--- config.mk ---
export PLATFORM = sky130hd
export DESIGN_NAME = gin_multicast_buffer
export DESIGN_NICKNAME = d
export VERILOG_FILES = /design/src/rtl/gin_multicast_buffer.sv
export SDC_FILE = /design/constraint.sdc
export NUM_CORES = 1
export LEC_CHECK = 0
export CAP_MARGIN = 20
export CORE_UTILIZATION = 48
export CTS_CLUSTER_DIAMETER = 200
export DETAILED_ROUTE_END_ITERATION = 10
export GPL_TIMING_DRIVEN = 0
export MAX_ROUTING_LAYER = met4
export PLACE_DENSITY = 0.8
export SYNTH_ARGS = -nofsm -noshare
export SYNTH_HDL_FRONTEND = slang
export SYNTH_SLANG_ARGS = --single-unit
export TNS_END_PERCENT = 30
--- constraint.sdc ---
create_clock -name clk -period 6.7 [get_ports clk]
set_input_delay 1.34 -clock clk [delete_from_list [all_inputs] [get_ports clk]]
set_output_delay 1.34 -clock clk [all_outputs]
set_load 0.01 [all_outputs]
--- src/rtl/gin_multicast_buffer.sv ---
// GIN multicast endpoint: accepts tagged transfers inside a scan-loaded
// inclusive [id_lo, id_hi] range into a small elastic FIFO for the PE.
module gin_multicast_buffer #(
  parameter  int ID_LEN    = 4,
  parameter  int VALUE_LEN = 32,
  parameter  int DEPTH     = 2,
  localparam int CNT_LEN   = $clog2(DEPTH) + 1
) (
  input  logic                 clk,
  input  logic                 rst,
  input  logic                 set_id,
  input  logic [ID_LEN-1:0]    id_in,
  output logic [ID_LEN-1:0]    id_out,
  input  logic [ID_LEN-1:0]    tag,
  input  logic                 enable_in,
  output logic                 ready_out,
  input  logic [VALUE_LEN-1:0] value_in,
  output logic                 enable_out,
  input  logic                 ready_in,
  output logic [VALUE_LEN-1:0] value_out,
  output logic [CNT_LEN-1:0]   count
);

  localparam int PTR_W = $clog2(DEPTH);

  logic [ID_LEN-1:0]    id_lo_q, id_lo_d;
  logic [ID_LEN-1:0]    id_hi_q, id_hi_d;
  logic [PTR_W-1:0]     rd_ptr_q, rd_ptr_d;
  logic [PTR_W-1:0]     wr_ptr_q, wr_ptr_d;
  logic [CNT_LEN-1:0]   count_q, count_d;
  logic [VALUE_LEN-1:0] mem_q [DEPTH];
  logic [VALUE_LEN-1:0] mem_d [DEPTH];

  logic match;
  logic full;
  logic push;
  logic pop;

  // ready_out deliberately ignores a same-cycle pop so the upstream path stays registered-only
  always_comb begin
    match      = (tag >= id_lo_q) && (tag <= id_hi_q);
    full       = (count_q == CNT_LEN'(DEPTH));
    ready_out  = match ? ~full : 1'b1;
    push       = enable_in & match & ~full;
    enable_out = (count_q != '0);
    pop        = enable_out & ready_in;
    value_out  = enable_out ? mem_q[rd_ptr_q] : '0;
    id_out     = id_hi_q;
    count      = count_q;
  end

  always_comb begin
    id_lo_d  = id_lo_q;
    id_hi_d  = id_hi_q;
    rd_ptr_d = rd_ptr_q;
    wr_ptr_d = wr_ptr_q;
    count_d  = count_q;
    mem_d    = mem_q;

    if (set_id) begin
      id_hi_d = id_lo_q;
      id_lo_d = id_in;
    end

    if (push) begin
      mem_d[wr_ptr_q] = value_in;
      wr_ptr_d        = wr_ptr_q + PTR_W'(1);
    end

    if (pop) begin
      rd_ptr_d = rd_ptr_q + PTR_W'(1);
    end

    case ({push, pop})
      2'b10:   count_d = count_q + CNT_LEN'(1);
      2'b01:   count_d = count_q - CNT_LEN'(1);
      default: count_d = count_q;
    endcase
  end

  always_ff @(posedge clk) begin
    if (rst) begin
      id_lo_q  <= '0;
      id_hi_q  <= '0;
      rd_ptr_q <= '0;
      wr_ptr_q <= '0;
      count_q  <= '0;
    end else begin
      id_lo_q  <= id_lo_d;
      id_hi_q  <= id_hi_d;
      rd_ptr_q <= rd_ptr_d;
      wr_ptr_q <= wr_ptr_d;
      count_q  <= count_d;
    end
  end

  // Storage needs no reset: value_out is gated to zero while the FIFO is empty
  always_ff @(posedge clk) begin
    if (!rst) begin
      mem_q <= mem_d;
    end
  end

endmodule

==> summary.txt <==
Run status
  – Status: complete, no violations

Setup path
  – Slack of the worst reg-to-reg path: 3.94 ns
  – FF-to-FF path depth: 9
  – Startpoint types: input port
  – Worst r2r dst: mem_q[7]$_DFFE_PP_
  – Worst-path cell chain: clkdlybuf4s50_1 > inv_1 > ha_1 > nor2b_1 > o21ai_1 > a21oi_1 > or3b_1 > clkdlybuf4s50_1
  – Largest stage delay on the critical path: 0.48 ns
  – CP arrival: 3.38 ns
  – CP endpoint kind: primary output
  – Worst-path fanout max: 2
  – Critical path required time: 5.36 ns
  – Critical-path top delay cell: clkdlybuf4s50_1
  – Critical setup path kind: in -> out
  – CP dominant cell by count: clkdlybuf4s50_1
  – RR Startpoint: id_out[1]$_SDFFE_PP0P_

Clocking
  – # clock sinks: 76
  – CTS tree: yes
  – Post-CTS Hold Fix Bufs: 0
  – CTS Buffer Depth: 2
  – Resized Gates After CTS: 0
  – Worst-path clk slew: 0.08 ns
  – CTS Buf Count: 9
  – Root Driver: clkbuf_8
  – Worst-skew pair later-pin latency: 0.34 ns
  – Htree depth: 3
  – Setup Buffers After CTS: 0

Placement
  – GP Congestion: 0.721
  – Placed insts: 377
  – Port bufs: 83
  – DPL Wire Length: 4030 um

Timing
  – Max Clk Rate: 0.212 GHz
  – Setup Viol. Count Final: 0
  – Max-slew violation count: 0
  – Final hold viol count: 0
  – Final TNS setup: 0 ns
  – Final min period: 4.72 ns
  – WHS: 0.524 ns
  – Max-Slew Margin vs Limit: 40.1%
  – Worst slew pin tran: 0.895 ns
  – RSZ-0062 raised after global routing: no
  – Final period util: 70.4%
  – Worst Skew: 0.00576 ns

Global route
  – First-pass GRT wire length: 8370 um
  – Number of global-route vias before repair: 1878
  – Largest net degree at the start of global routing: 15
  – Gr usage total: 18.0%
  – Initial antenna violation count: 0
  – Overflow left after global routing: 0

Logic synthesis
  – Synth warn: 0
  – Ys async rst share: 0%
  – Syn Inst Count: 212
  – Mapped Nets: 266
  – Post-Syn Area per Cell: 14.7 um2
  – Synthesized cell area: 0.00313 mm2
  – Sequential share of the synthesized area: 69.1%
  – Seq cells post-synth: 76
  – Top FF cell, synth: edfxtp_1
  – Post-synth cell types: 27
  – Number of flops mapped to enable cells by yosys: 64

Finish
  – Filler cell count: 461
  – Share of cells above drive strength 1: 10.1%
  – # nets final: 365
  – Final Instance Count excl. Fillers: 393
  – Layout area overhead: 37.5%
  – Antenna cells: 0
  – Final core utilization: 68.1%

Min path
  – Worst hold path depth: 2
  – Hold Crit Class: reg -> reg
  – Worst hold endpoint: count[1]$_SDFFE_PP0P_
  – Hold Path Origin: count[1]$_SDFFE_PP0P_

Routing
  – Routed Wire Length: 5560 um
  – Initial detailed-routing violation count: 91
  – Drt wl/cell: 14.1 um
  – Drt pass-1 iters: 4
  – DRC Markers: 0
  – Via count: 1938
  – Vias per inst: 4.93
  – Post-route ant nets: 0

Floorplan
  – Die Y: 82.7 um
  – Die Width: 82.7 um
  – Num rows: 29
  – Die area: 0.00684 mm2
  – Io pins: 85
  – Core area: 0.00631 mm2
  – Initial Util: 49.5%

Run
  – Total of max-cap violations: 0

Pwr
  – Leak: 1.47 nW
  – Total Power: 1.16 mW
  – Power Density: 270 mW/mm2
  – Max VDD drop: 0.167 mV
-- cell type report --
| class | count | area, um2 | area share (%) |
|---|---|---|---|
| flip-flops and latches | 76 | 2160 | 50.3 |
| multi-input cells | 119 | 905 | 21.0 |
| repair buffers | 88 | 891 | 20.7 |
| clock buffers | 10 | 128 | 2.97 |
| well taps | 77 | 96.3 | 2.24 |
| clock inverters | 6 | 48.8 | 1.13 |
| plain buffers | 9 | 40.0 | 0.931 |
| inverters | 8 | 30.0 | 0.698 |
-- report_power, final --
part           leakage [nW]  internal, mW  switching [mW]
logic                 0.711         0.172           0.149
registers             0.676         0.526         0.00795
clock network        0.0795         0.138           0.169
-- synth_stat cells, drive strengths merged (2+ instances only) --
library cell | instances | area, um2
edfxtp | 64 | 1920
a21oi | 4 | 20.0
xnor2 | 2 | 17.5
ha | 9 | 113
nor2 | 44 | 165
nand2 | 3 | 11.3
buf | 5 | 25.0
nor2b | 3 | 26.3
mux2i | 40 | 400
o21ai | 2 | 10.0
dfxtp | 12 | 240
inv | 8 | 30.0
clkbuf | 4 | 15.0
-- cell usage in the layout (no fill, tap or decap), types with 2 or more instances in the layout --
cell type,synthesis,routed
xnor2_1,2,2
nor2b_1,2,2
inv_6,0,2
dfxtp_1,12,12
edfxtp_1,64,64
nand2_1,3,3
ha_1,9,9
clkinvlp_4,0,3
inv_1,8,8
clkbuf_1,4,5
buf_2,5,5
a21oi_1,4,4
buf_6,0,4
clkdlybuf4s50_1,0,83
mux2i_1,40,40
clkbuf_8,0,9
nor2_1,44,44
-- sequential cells by signal, indices dropped and copies added (netlist names) --
register  flops
id_lo_q       4
id_out        4
mem_q        64
count         2
rd_ptr_q      1
wr_ptr_q      1
-- kinds of logic after synthesis --
logic type                 Yosys count  synth area share (%)
muxes                               41                  13.3
xor gates and xnor gates             3                 0.840
and+or+nand+nor                     56                  7.76
AOI/OAI and AO/OA                   10                  3.12
adders and majority gates            9                  3.60
DFF                                 76                  69.1
buffers and inverters               17                  2.24
-- through the flow --
step	cell area, um2	worst slack (ns)
after CTS	4300	1.98
final	4300	1.98
after global placement	4050	-0.243
after floorplan	3130	1.65
after global routing	4300	1.90
after detailed placement	4120	1.99
-- metal layers --
metal / vias to the layer above / global-route usage [%] / routed length, um
li1: 959 / - / -
met1: 911 / 18.5 / 2140
met2: 60 / 31.5 / 2980
met3: 8 / 6.04 / 370
met4: 0 / 7.24 / 59
met5: - / - / 0
-- worst max-delay path: cells and delay by family --
kind / cells / cell delay, ns
buffers and inverters: 3 / 0.98
and+or+nand+nor: 2 / 0.40
AOI/OAI and AO/OA: 2 / 0.37
adders and majority gates: 1 / 0.28
-- worst max-delay path by stage --
stage	start	to	slack [ns]	depth (start not counted)
after floorplan	tag[1]	mem_q[0]$_DFFE_PP_	1.65	6
after global placement	tag[3]	mem_q[3]$_DFFE_PP_	-0.24	7
after detailed placement	tag[0]	ready_out	1.99	8
after CTS	tag[0]	ready_out	1.98	8
after global routing	tag[0]	ready_out	1.90	8
final	tag[0]	ready_out	1.98	8
No activity file was read; power rests on OpenSTA's default activity.
